--- src/rtl/dds_freq_meter.sv ---
// dds_freq_meter: measures NPER periods of an offset-binary sample stream
// and converts the cycle count into the equivalent DDS frequency word,
// FW = round(2^N * NPER / cycles), using a serial restoring divider.
module dds_freq_meter #(
   parameter int unsigned W         = 10,
   parameter int unsigned N         = 24,
   parameter int unsigned NPER_LOG2 = 4,
   parameter int unsigned HYST      = 32,
   parameter int unsigned CNT_W     = 32
) (
   input  logic         clk,
   input  logic         rst,
   input  logic [W-1:0] q_sin,
   output logic [N-1:0] freq_word,
   output logic         fw_valid,
   output logic         busy,
   output logic         timeout
);

   localparam int unsigned MID    = 1 << (W - 1);
   localparam int unsigned QB     = N + NPER_LOG2 + 1;
   localparam int unsigned NUM_W  = ((QB > CNT_W) ? QB : CNT_W) + 1;
   localparam int unsigned STEP_W = $clog2(QB);

   localparam logic [W-1:0]      MID_V     = W'(MID);
   localparam logic [W-1:0]      LO_TH     = W'(MID - HYST);
   localparam logic [W-1:0]      HI_TH     = W'(MID + HYST);
   localparam logic [CNT_W-1:0]  CNT_LAST  = {{(CNT_W-1){1'b1}}, 1'b0};
   localparam logic [STEP_W-1:0] STEP_LAST = STEP_W'(QB - 1);

   typedef enum logic [1:0] {SYNC, COUNT, DIV, DONE} state_t;

   state_t state, next_state;

   logic [W-1:0]         s;
   logic                 armed;
   logic                 evt;
   logic                 last_evt;
   logic [CNT_W-1:0]     cnt;
   logic [NPER_LOG2-1:0] pcnt;
   logic [CNT_W-1:0]     cycles;
   logic [NUM_W-1:0]     num;
   logic [CNT_W-1:0]     num_hi;
   logic [CNT_W-1:0]     den;
   logic [CNT_W-1:0]     rem;
   logic [CNT_W-1:0]     rem_nx;
   logic [QB-1:0]        sh;
   logic [CNT_W:0]       trial;
   logic                 ge;
   logic [N-1:0]         q_final;
   logic [STEP_W-1:0]    step;

   logic start_cnt;
   logic term;
   logic to_fire;
   logic div_last;

   // Rising crossing: armed below the band, fires once on reaching above it
   assign evt      = armed && (s >= HI_TH);
   assign last_evt = evt && (pcnt == '1);

   // Cycle count and rounded numerator prepared for the divider load
   assign cycles = cnt + CNT_W'(1);
   assign num    = (NUM_W'(1) << (N + NPER_LOG2)) + NUM_W'(cycles >> 1);
   assign num_hi = CNT_W'(num >> QB);

   // One restoring-divide step; the partial remainder always stays below den
   assign trial   = {rem, sh[QB-1]};
   assign ge      = (trial >= {1'b0, den});
   assign rem_nx  = CNT_W'(ge ? (trial - {1'b0, den}) : trial);
   assign q_final = {sh[N-2:0], ge};

   // Input register and hysteresis arming flag
   always_ff @(posedge clk) begin
      if (rst) begin
         s     <= MID_V;
         armed <= 1'b0;
      end else begin
         s <= q_sin;
         if (evt)
            armed <= 1'b0;
         else if (s < LO_TH)
            armed <= 1'b1;
      end
   end

   // FSM state register
   always_ff @(posedge clk) begin
      if (rst)
         state <= SYNC;
      else
         state <= next_state;
   end

   // FSM next-state and control strobes; an event always beats a timeout
   always_comb begin
      next_state = state;
      busy       = 1'b0;
      start_cnt  = 1'b0;
      term       = 1'b0;
      to_fire    = 1'b0;
      div_last   = 1'b0;
      case (state)
         SYNC: begin
            if (evt) begin
               start_cnt  = 1'b1;
               next_state = COUNT;
            end else if (cnt == CNT_LAST) begin
               to_fire = 1'b1;
            end
         end
         COUNT: begin
            busy = 1'b1;
            if (last_evt) begin
               term       = 1'b1;
               next_state = DIV;
            end else if ((cnt >= CNT_LAST) && !evt) begin
               to_fire    = 1'b1;
               next_state = SYNC;
            end
         end
         DIV: begin
            busy = 1'b1;
            if (step == STEP_LAST) begin
               div_last   = 1'b1;
               next_state = DONE;
            end
         end
         DONE: begin
            next_state = SYNC;
         end
         default: begin
            next_state = SYNC;
         end
      endcase
   end

   // Counters, divider datapath and registered result/pulse outputs
   always_ff @(posedge clk) begin
      if (rst) begin
         cnt       <= '0;
         pcnt      <= '0;
         den       <= '0;
         rem       <= '0;
         sh        <= '0;
         step      <= '0;
         freq_word <= '0;
         fw_valid  <= 1'b0;
         timeout   <= 1'b0;
      end else begin
         fw_valid <= 1'b0;
         timeout  <= to_fire;
         case (state)
            SYNC: begin
               if (start_cnt) begin
                  cnt  <= '0;
                  pcnt <= '0;
               end else if (to_fire) begin
                  cnt <= '0;
               end else begin
                  cnt <= cnt + CNT_W'(1);
               end
            end
            COUNT: begin
               if (term) begin
                  // Numerator split: high part seeds the remainder, low
                  // QB bits shift in one per step and become the quotient.
                  den  <= cycles;
                  rem  <= num_hi;
                  sh   <= num[QB-1:0];
                  step <= '0;
                  cnt  <= '0;
                  pcnt <= '0;
               end else if (to_fire) begin
                  cnt  <= '0;
                  pcnt <= '0;
               end else begin
                  cnt <= cnt + CNT_W'(1);
                  if (evt)
                     pcnt <= pcnt + NPER_LOG2'(1);
               end
            end
            DIV: begin
               rem  <= rem_nx;
               sh   <= {sh[QB-2:0], ge};
               step <= step + STEP_W'(1);
               if (div_last) begin
                  freq_word <= q_final;
                  fw_valid  <= 1'b1;
               end
            end
            DONE: begin
               cnt  <= '0;
               pcnt <= '0;
            end
            default: begin
               cnt <= '0;
            end
         endcase
      end
   end

endmodule
--- config.mk ---
export PLATFORM = sky130hd
export DESIGN_NAME = dds_freq_meter
export DESIGN_NICKNAME = d
export VERILOG_FILES = /design/src/rtl/dds_freq_meter.sv
export SDC_FILE = /design/constraint.sdc
export NUM_CORES = 1
export LEC_CHECK = 0
export CORE_ASPECT_RATIO = 0.75
export CORE_UTILIZATION = 30
export CTS_CLUSTER_SIZE = 16
export DETAILED_ROUTE_END_ITERATION = 8
export HOLD_SLACK_MARGIN = 0.08
export SLEW_MARGIN = 20
export SYNTH_ARGS = -nofsm -noshare
export SYNTH_HDL_FRONTEND = slang
export SYNTH_SLANG_ARGS = --single-unit
--- constraint.sdc ---
create_clock -name clk -period 3.8 [get_ports clk]
set_input_delay 0.38 -clock clk [delete_from_list [all_inputs] [get_ports clk]]
set_output_delay 0.38 -clock clk [all_outputs]
set_load 0.05 [all_outputs]
After elaboration in Yosys (flattened, before gate mapping)
Cells that the tools add are included.

storage, ports and cells
  word-level logic and storage cells = 83
  output and inout bits = 27
  register bits = 173
  input port bits = 12

operators by class
  reduce and logical (&&, ||, !) cells = 15
  equality and inequality tests = 12
  order comparisons = 4
  bitwise gates (word level) = 1
  $add $sub $neg = 5
  muxes and demuxes = 34

operators by type and width
  cell                                                          count
  2-to-1 mux 32 bit                                             5
  case mux 32 bit (3 select lines)                              1
  case mux 32 bit (2 select lines)                              1
  case mux 29 bit (2 select lines)                              1
  greater-or-equal comparator 33 x 32 -> 1 bit                  1
  adder 29 x 31 -> 32 bit (first input constant)                1
  adder 32 x 1 -> 32 bit (second input constant)                1
  equality test 32 bit (second input constant)                  1
  greater-or-equal comparator 32 bit (second input constant)    1
  subtractor 32 bit                                             1
  2-to-1 mux 29 bit                                             1
  2-to-1 mux 4 bit                                              4
  2-to-1 mux 1 bit                                              12
  case mux 4 bit (3 select lines)                               1
  greater-or-equal comparator 10 bit (second input constant)    1
  less-than comparator 10 x 9 -> 1 bit (second input constant)  1
  case mux 5 bit (2 select lines)                               1
  2-to-1 mux 2 bit                                              4
  != test 2 bit (second input constant)                         4
  case mux 2 bit (4 select lines)                               1
  AND reduction 2 bit                                           3
  AND reduction 3 bit                                           2
  OR reduction 2 bit                                            3
  adder 5 x 1 -> 5 bit (second input constant)                  1
  15 further kinds                                              18

Logic depth before layout (Yosys ltp)
Gate-level depths: netlist (run 1).

  depth in word-level cells = 10
  mapped depth = 12
  gate-level depth less buffers = 12

Worst setup path before layout (run 1)
Ideal clock, no wire load.

  path type = flip-flop to flip-flop
  start point = register sh[28]
  end point = register rem[28]
  path buffers = 0
  data required time = 3677 ps
  path slack = 1002 ps
  stages on the path, launching flop included = 13
  library setup time = 123 ps
  clock period less this slack = 2798 ps
  arrival = 2674 ps
  cells stage by stage = dfxtp_1 inv_1 ha_1 inv_1 fa_1 a211oi_1 o21ai_0 a22o_1 o41ai_2 o221ai_2 a311oi_2 xor2_1 a31oi_1

on the way
  cells in the longest elaborated chain, start to end = 3
  elaborated cells between the ends (all ways) = 4
  those cells by class = add/sub (1); order compare (1); mux (2)

ends and longest elaborated chain
  what                                                                                      line    RTL
  from (decl)                                                                               47      logic [QB-1:0] sh;
  from (signal assigned)                                                                    170     sh <= num[QB-1:0];
  from (signal assigned)                                                                    185     sh <= {sh[QB-2:0], ge};
  subtractor 32 bit / greater-or-equal comparator 33 x 32 -> 1 bit (equally long branches)  70, 69
  2-to-1 mux 32 bit *                                                                       70      assign rem_nx = CNT_W'(ge ? (trial - {1'b0, den}) : trial);
  case mux 32 bit (2 select lines) *                                                        153     case (state)
  to (signal assigned)                                                                      169     rem <= num_hi;
  to (signal assigned)                                                                      184     rem <= rem_nx;
  to (decl)                                                                                 45      logic [CNT_W-1:0] rem;

Mark *: on every way between the ends. The rest lies on a longest branch, timed or not.
A chain may end at the register's enable or synchronous reset.

Final worst setup path (run 1)
Ends and elaborated chain as after synthesis.

==> reports/qor.csv, run 1 <==
stage,metric,value,unit
run_status,run status,finished clean,
floorplan,FP Rows,55,
floorplan,# IOs,39,
yosys,"Distinct cells, synth",75,
drt,Routed WL,24000,µm
clock_tree,clock sink count,168,
clock_tree,clk_lat worst skew,430,ps
worst_setup_path,CP Capture Type,flip-flop,
worst_setup_path,Setup CP Type,flip-flop to flip-flop,
clock_tree,CTS Hold Bufs,0,
yosys,sequential-to-total area share from yosys stat,0.362,
sta,period utilization,0.852,
yosys,"Async S/R FF share, synth",0,
yosys,synthesized area,0.00930,mm²
finish,Area Growth Syn to Fin,13.6,%
yosys,largest family of logic cells by synthesized area,compound AO/OA/AOI/OAI gates,
yosys,Main synth FF type,dfxtp_1,
power_and_ir_drop,Power per Cell Area,360,mW/mm²
sta,Slew headroom,0.519,
yosys,Syn. warnings,0,
placed_design,Final Wtd Congestion,0.890,
sta,"Hold Vio Cnt, Final",0,
floorplan,Initial Utilization,0.306,
worst_setup_path,CP arrival,3540,ps
yosys,Post-Synth Simple-Gate Area,0.209,
clock_tree,"CTS clk-pin slew, worst paths",70,ps
clock_tree,Clock H-tree levels,4,
yosys,compound-cell area share of the yosys netlist,0.223,
worst_setup_path,worst r2r src,sh[28]$_SDFFE_PP0P_,
yosys,XOR/XNOR share of the synthesized area,0.0546,
global_routing,pin count of the biggest net entering global routing,64,
sta,Hold WS,278,ps
finish,# diodes,0,
sta,maximum clock rate,309,MHz
sta,total negative slack,0,ps
worst_setup_path,CP startpoint kind,flip-flop,
drt,wire per inst,15.2,µm
clock_tree,CTS tree,done,
worst_setup_path,R2R cell count,13,
global_routing,vias in the first global route,7249,
sta,setup slack after layout,562,ps
worst_setup_path,"Req. time, crit path",4100,ps
drt,Pre-Repair DR Iteration Count,5,
global_routing,initial antenna violation count,0,
power_and_ir_drop,Static Leak,4.00,nW
flow_run,maxcap violations,0,
sta,worst slew pin tran,722,ps
worst_setup_path,r2r endpoint,rem[28]$_SDFFE_PP0P_,
finish,share of cells above drive strength 1,0.0654,
yosys,Cells after Synth,1166,
sta,Tmin final,3240,ps
drt,Iteration-0 DRC Markers,595,
drt,vias,8208,
worst_hold_path,hold path start,rst,
worst_setup_path,Reg2Reg Setup Slack,560,ps
floorplan,Core ar.,0.0303,mm²
placed_design,PortBufs,33,
finish,area of the multi-input gates,0.00548,mm²
power_and_ir_drop,Worst VDD drop,0.250,mV
sta,# setup viols final,0,
global_routing,GRT Resource Usage Total,0.153,
placed_design,DP HPWL,17100,µm
worst_hold_path,worst min-delay path class,input port to flip-flop,
finish,fin nets,1221,
clock_tree,CTS Buffer Depth,2,
clock_tree,CTS buffer count,17,
finish,"Design Area, Final",0.0106,mm²
sta,unrepaired setup endpoints after global routing,false,
finish,fillcell total,3137,
placed_design,dpl cell area,0.00998,mm²
clock_tree,post-CTS sizing,0,
worst_setup_path,CP max FO,3,
drt,post-route ant nets,0,
global_routing,Overflow after GRT,0,
sta,fin. max-slew vios,0,
yosys,Syn Nets,1222,
yosys,mean post-synth cell area,7.98,µm²
global_routing,first-pass GRT wire length,38700,µm
yosys,synthesized-area fraction occupied by adder cells,0.0600,
floorplan,Die H,154,µm
worst_setup_path,Crit. Startpoint,sh[28]$_SDFFE_PP0P_,
worst_setup_path,Worst Setup EP,rem[28]$_SDFFE_PP0P_,
yosys,post-synthesis register bit count,168,
floorplan,total die area,0.0317,mm²
drt,DR vias/cell,5.20,
drt,# DRC,0,
placed_design,Placement Setup Slack,639,ps
clock_tree,clock tree root driver cell,clkbuf_16,
sta,Max Clock Skew,7.39,ps
finish,Storage cell area,0.00336,mm²
floorplan,DIE WIDTH,205,µm
clock_tree,Post-CTS Repair Setup Buffers,0,
yosys,Post-synth EDFFs,0,
power_and_ir_drop,Tot Pwr,3.80,mW
yosys,multiplexer share of the synthesized area,0.0400,
==> per-stage QoR <==
stage | cells | util
finish | 1577 | 0.348
global route | 1577 | 0.348
CTS | 1577 | 0.348
detailed placement | 1545 | 0.329
global placement | 1545 | 0.329
floorplan | 1166 | -
==> worst max-delay path: stages, from the launching register on <==
cell,delay [ps]
dfxtp_1,320
inv_1,70
ha_1,160
inv_1,50
fa_1,420
a211oi_1,310
o21ai_0,240
a22o_1,300
o41ai_2,340
buf_4,200
o221ai_2,130
a311oi_2,310
xor2_1,180
a31oi_1,100
==> metal layers <==
layer	part of all wire	vias up	GRT usage
li1	-	4109	-
met1	0.54	3879	0.239
met4	0.0071	0	0.0307
met3	0.052	20	0.0299
met2	0.40	200	0.211
met5	0	-	0
==> layout by cell type (no fill, tap or decap), types with 5 or more instances in the layout <==
cell and count:
nand2b_1 12, and4_1 8, a21oi_1 107, ha_1 43
dfxtp_1 168, a21o_1 19, nand2_1 163, inv_1 46
a32oi_1 9, buf_4 19, o211ai_1 23, nor2b_1 10
nand3_1 22, or2_2 8, a211oi_1 26, nor2_1 122
a22oi_1 14, clkinvlp_4 5, o21ai_0 54, o21ai_1 9
xor2_1 27, xnor2_1 31, mux2i_1 36, clkbuf_16 17
and3_1 9, nand3b_1 6, o31ai_1 6, nor3_1 23
clkdlybuf4s50_1 32, nand4_1 14, o21bai_1 5
==> flip-flops by register name (all words and copies together), names as in the netlist, named ones only <==
register	cells
fw_valid	1
step	5
cnt	32
s	5
state	1
timeout	1
armed	1
rem	32
pcnt	4
den	32
sh	29
freq_word	24
==> cells in the mapped netlist (all sizes together) (6+ instances only) <==
| master | count | area, µm² |
|---|---|---|
| nor2b | 10 | 62.6 |
| nand3b | 6 | 45.0 |
| o21ai | 63 | 315 |
| mux2i | 36 | 360 |
| dfxtp | 168 | 3360 |
| xnor2 | 31 | 272 |
| and3 | 9 | 56.3 |
| nand2 | 163 | 612 |
| nor2 | 124 | 465 |
| ha | 43 | 538 |
| a21o | 21 | 160 |
| nor3 | 24 | 125 |
| nand3 | 22 | 110 |
| and4 | 8 | 70.1 |
| a22oi | 14 | 105 |
| a32oi | 9 | 78.8 |
| o31ai | 7 | 66.3 |
| buf | 14 | 86.3 |
| a211oi | 27 | 203 |
| clkbuf | 57 | 218 |
| nand2b | 13 | 88.8 |
| nand4 | 15 | 109 |
| a21oi | 109 | 549 |
| or2 | 8 | 50.1 |
| o211ai | 23 | 173 |
| inv | 47 | 176 |
| xor2 | 27 | 236 |
==> worst min path at each step <==
stage,cells after the start,slack (ps),to
2_1_floorplan,2,430,sh[26]$_SDFFE_PP0P_
5_1_grt,2,280,s[8]$_SDFF_PP0_
4_1_cts,2,270,pcnt[0]$_SDFFE_PP0P_
6_report,2,280,flip-flop
3_3_place_gp,2,440,sh[26]$_SDFFE_PP0P_
3_5_place_dp,2,450,sh[24]$_SDFFE_PP0P_
==> cell type report <==
cell class	instances	share of cell area
multi-input cells	880	0.518
flip-flops and latches	168	0.318
well taps	399	0.0473
clock buffers	22	0.0440
repair buffers	51	0.0438
inverters	47	0.0167
clock inverters	10	0.0114
==> power by group <==
group          internal [mW]  switching [mW]
Clock                   1.00           0.741
Combinational         0.0867           0.174
Sequential              1.77          0.0183
==> kinds of logic (layout without fill, tap and decap cells) <==
kind of cell	after synthesis	count (layout)
compound gates	320	320
xor+xnor	58	58
fa+ha+maj	44	44
flops	168	168
buf+inv	118	130
mux	37	37
simple gates	421	421
(Power assumes the default switching activity.)
==> run 2: changes to the inputs <==
--- a/config.mk
+++ b/config.mk
@@ -9,6 +9,7 @@
 export CORE_UTILIZATION = 30
 export CTS_CLUSTER_SIZE = 16
 export DETAILED_ROUTE_END_ITERATION = 8
+export DONT_BUFFER_PORTS = 1
 export HOLD_SLACK_MARGIN = 0.08
 export SLEW_MARGIN = 20
 export SYNTH_ARGS = -nofsm -noshare
==> constraint.sdc (replaced) <==
create_clock -name clk -period 4.1 [get_ports clk]
set_input_delay 0.41 -clock clk [delete_from_list [all_inputs] [get_ports clk]]
set_output_delay 0.41 -clock clk [all_outputs]
set_load 0.05 [all_outputs]
==> run 2 against run 1 <==
Effect of this change: sequential power fell by 7%; combinational power fell by 20%; final area shrank 3.4%; sequential share of layout area rose by 1.1 points; non-clock buffer count down 37; critical path type unchanged.
==> reports/qor.csv, run 2 (synthesized netlist as in run 1, its figures left out) <==
stage,metric,value,unit
power_and_ir_drop,switching share of power,0.234,
floorplan,FP Rows,55,
drt,post-route ant nets,0,
sta,Tmin final,3490,ps
floorplan,Initial Utilization,0.306,
sta,Slew headroom,0.395,
power_and_ir_drop,Gate power share,0.060,
global_routing,pin count of the biggest net entering global routing,143,
sta,unrepaired setup endpoints after global routing,false,
worst_hold_path,worst min-delay path class,input port to flip-flop,
global_routing,GRT Resource Usage Total,0.156,
worst_hold_path,hold path start,q_sin[5],
power_and_ir_drop,cell internal pwr,2.68,mW
worst_setup_path,CP startpoint kind,flip-flop,
drt,DR vias/cell,5.27,
finish,share of cells above drive strength 1,0.0597,
clock_tree,Clock H-tree levels,4,
finish,biggest regs,"cnt x32, den x32, rem x32",
floorplan,# IOs,39,
clock_tree,CTS tree,done,
global_routing,initial antenna violation count,0,
sta,worst slew pin tran,908,ps
worst_setup_path,worst r2r src,den[18]$_SDFFE_PP0P_,
finish,Area Growth Syn to Fin,9.74,%
flow_run,maxcap violations,0,
worst_setup_path,R2R cell count,11,
power_and_ir_drop,Worst VDD drop,0.289,mV
global_routing,Overflow after GRT,0,
power_and_ir_drop,Reg power frac,0.475,
power_and_ir_drop,clock power share,0.465,
clock_tree,clock tree root driver cell,clkbuf_16,
clock_tree,CTS Buffer Depth,2,
drt,Iteration-0 DRC Markers,692,
clock_tree,clk_lat worst skew,430,ps
worst_setup_path,worst path bufs/invs,2,
worst_setup_path,Setup CP Type,flip-flop to flip-flop,
run_status,run status,finished clean,
drt,# DRC,0,
worst_setup_path,CP Capture Type,flip-flop,
drt,wire per inst,15.8,µm
finish,fillcell total,3226,
worst_setup_path,CP max FO,11,
global_routing,first-pass GRT wire length,39600,µm
worst_hold_path,Worst Hold End,s[5]$_SDFF_PP0_,
worst_hold_path,Min-Delay Path Depth,1,
power_and_ir_drop,NetSw,817,µW
worst_setup_path,critical-path cell list,inv_1 -> ha_1 -> a21oi_1 -> o21a_1 -> o41ai_1 -> o2bb2ai_1 -> a21oi_2 -> o31ai_4 -> buf_4 -> mux2i_1 -> o21ai_1,
clock_tree,clock sink count,168,
drt,Routed WL,24300,µm
worst_setup_path,crit-path max cell delay,650,ps
clock_tree,CTS buffer count,17,
placed_design,PortBufs,0,
sta,Max Clock Skew,8.15,ps
power_and_ir_drop,Static Leak,3.87,nW
floorplan,Core ar.,0.0303,mm²
power_and_ir_drop,Power per Cell Area,343,mW/mm²
sta,period utilization,0.852,
finish,fin nets,1184,
worst_setup_path,slowest CP cell,o31ai_4,
floorplan,Die H,154,µm
worst_setup_path,CP top delay family,compound AO/OA/AOI/OAI gates,
worst_setup_path,"Req. time, crit path",4400,ps
clock_tree,Post-CTS Repair Setup Buffers,0,
finish,area of the multi-input gates,0.00548,mm²
drt,vias,8101,
drt,Pre-Repair DR Iteration Count,5,
sta,"Hold Vio Cnt, Final",0,
floorplan,DIE WIDTH,205,µm
finish,Storage cell area,0.00336,mm²
sta,# setup viols final,0,
global_routing,vias in the first global route,7479,
clock_tree,"CTS clk-pin slew, worst paths",60,ps
finish,"Design Area, Final",0.0102,mm²
sta,total negative slack,0,ps
worst_setup_path,Reg2Reg Setup Slack,610,ps
finish,"commonest non-fill, non-tap cell in the layout",dfxtp_1,
finish,# diodes,0,
sta,fin. max-slew vios,0,
placed_design,Final Wtd Congestion,0.892,
worst_setup_path,r2r endpoint,rem[17]$_SDFFE_PP0P_,
floorplan,total die area,0.0317,mm²
sta,maximum clock rate,286,MHz
placed_design,DP HPWL,17300,µm
placed_design,dpl cell area,0.00961,mm²
finish,"commonest cells after routing, fill and taps aside","dfxtp_1, nand2_1, nor2_1",
worst_setup_path,CP arrival,3790,ps
[run 2: cell types whose count changed in the layout (fill, tap and decap cells not counted), sizes merged]
cell,previous run,this run
clkinvlp,5,2
dlygate4sd3,0,1
clkinv,2,3
clkdlybuf4s50,32,0
bufinv,2,3
inv,48,47
buf,19,13
[run 2: worst max-delay path by stage]
stage / start / to / slack [ps] / cells after the start
after floorplan: sh[28]$_SDFFE_PP0P_ / rem[28]$_SDFFE_PP0P_ / 1300 / 12
after global placement: sh[28]$_SDFFE_PP0P_ / rem[28]$_SDFFE_PP0P_ / 750 / 12
after detailed placement: sh[28]$_SDFFE_PP0P_ / rem[28]$_SDFFE_PP0P_ / 670 / 12
after CTS: sh[28]$_SDFFE_PP0P_ / rem[28]$_SDFFE_PP0P_ / 650 / 12
after global routing: sh[28]$_SDFFE_PP0P_ / rem[28]$_SDFFE_PP0P_ / 330 / 12
final: den[18]$_SDFFE_PP0P_ / rem[17]$_SDFFE_PP0P_ / 610 / 11
[run 2: power groups by stage]
stage,clock [mW],sequential (mW),combinational [mW]
2_1_floorplan,0,1.69,0.175
4_1_cts,1.66,1.66,0.208
3_5_place_dp,0,1.70,0.207
5_1_grt,1.73,1.66,0.228
3_3_place_gp,0,1.70,0.202
6_report,1.63,1.66,0.210
[run 2: per-stage QoR]
stage                     hold slack, ps  setup slack (ps)  utilization  instances  power, mW
after floorplan                      428              1300            -       1166       1.87
after global placement               436               747        0.317       1507       1.90
after detailed placement             447               671        0.317       1507       1.91
after CTS                           86.9               652        0.336       1538       3.53
after global routing                86.9               325        0.336       1538       3.62
final                                109               608        0.336       1538       3.50
[run 2: cell type report]
cell class	instances	share of cell area
multi-input combinational	880	0.537
timing repair buffer	14	0.0105
clock inverter	8	0.0121
inverter	47	0.0173
sequential	168	0.330
clock buffer	22	0.0445
tap	399	0.0489
[run 2: what timing repair did]
action,CTS,global route
hold buffers,1,0
setup endpoints to repair,0,0
gates resized for setup,0,0
endpoints found under the hold margin,1,0
[run 2: per-layer routing]
metal	vias up	global-route usage	routed length, µm
met5	-	0	0
met4	0	0.0339	213
met3	20	0.0346	1340
met2	215	0.224	9850
met1	3826	0.235	12900
li1	4040	-	-
[run 2: worst reg2reg max path, stage by stage, from the launching register on]
cell       delay, ps
dfxtp_1          330
inv_1             50
ha_1             480
a21oi_1          140
o21a_1           200
o41ai_1          560
o2bb2ai_1        200
a21oi_2          100
o31ai_4          650
buf_4            330
mux2i_1          240
o21ai_1           80
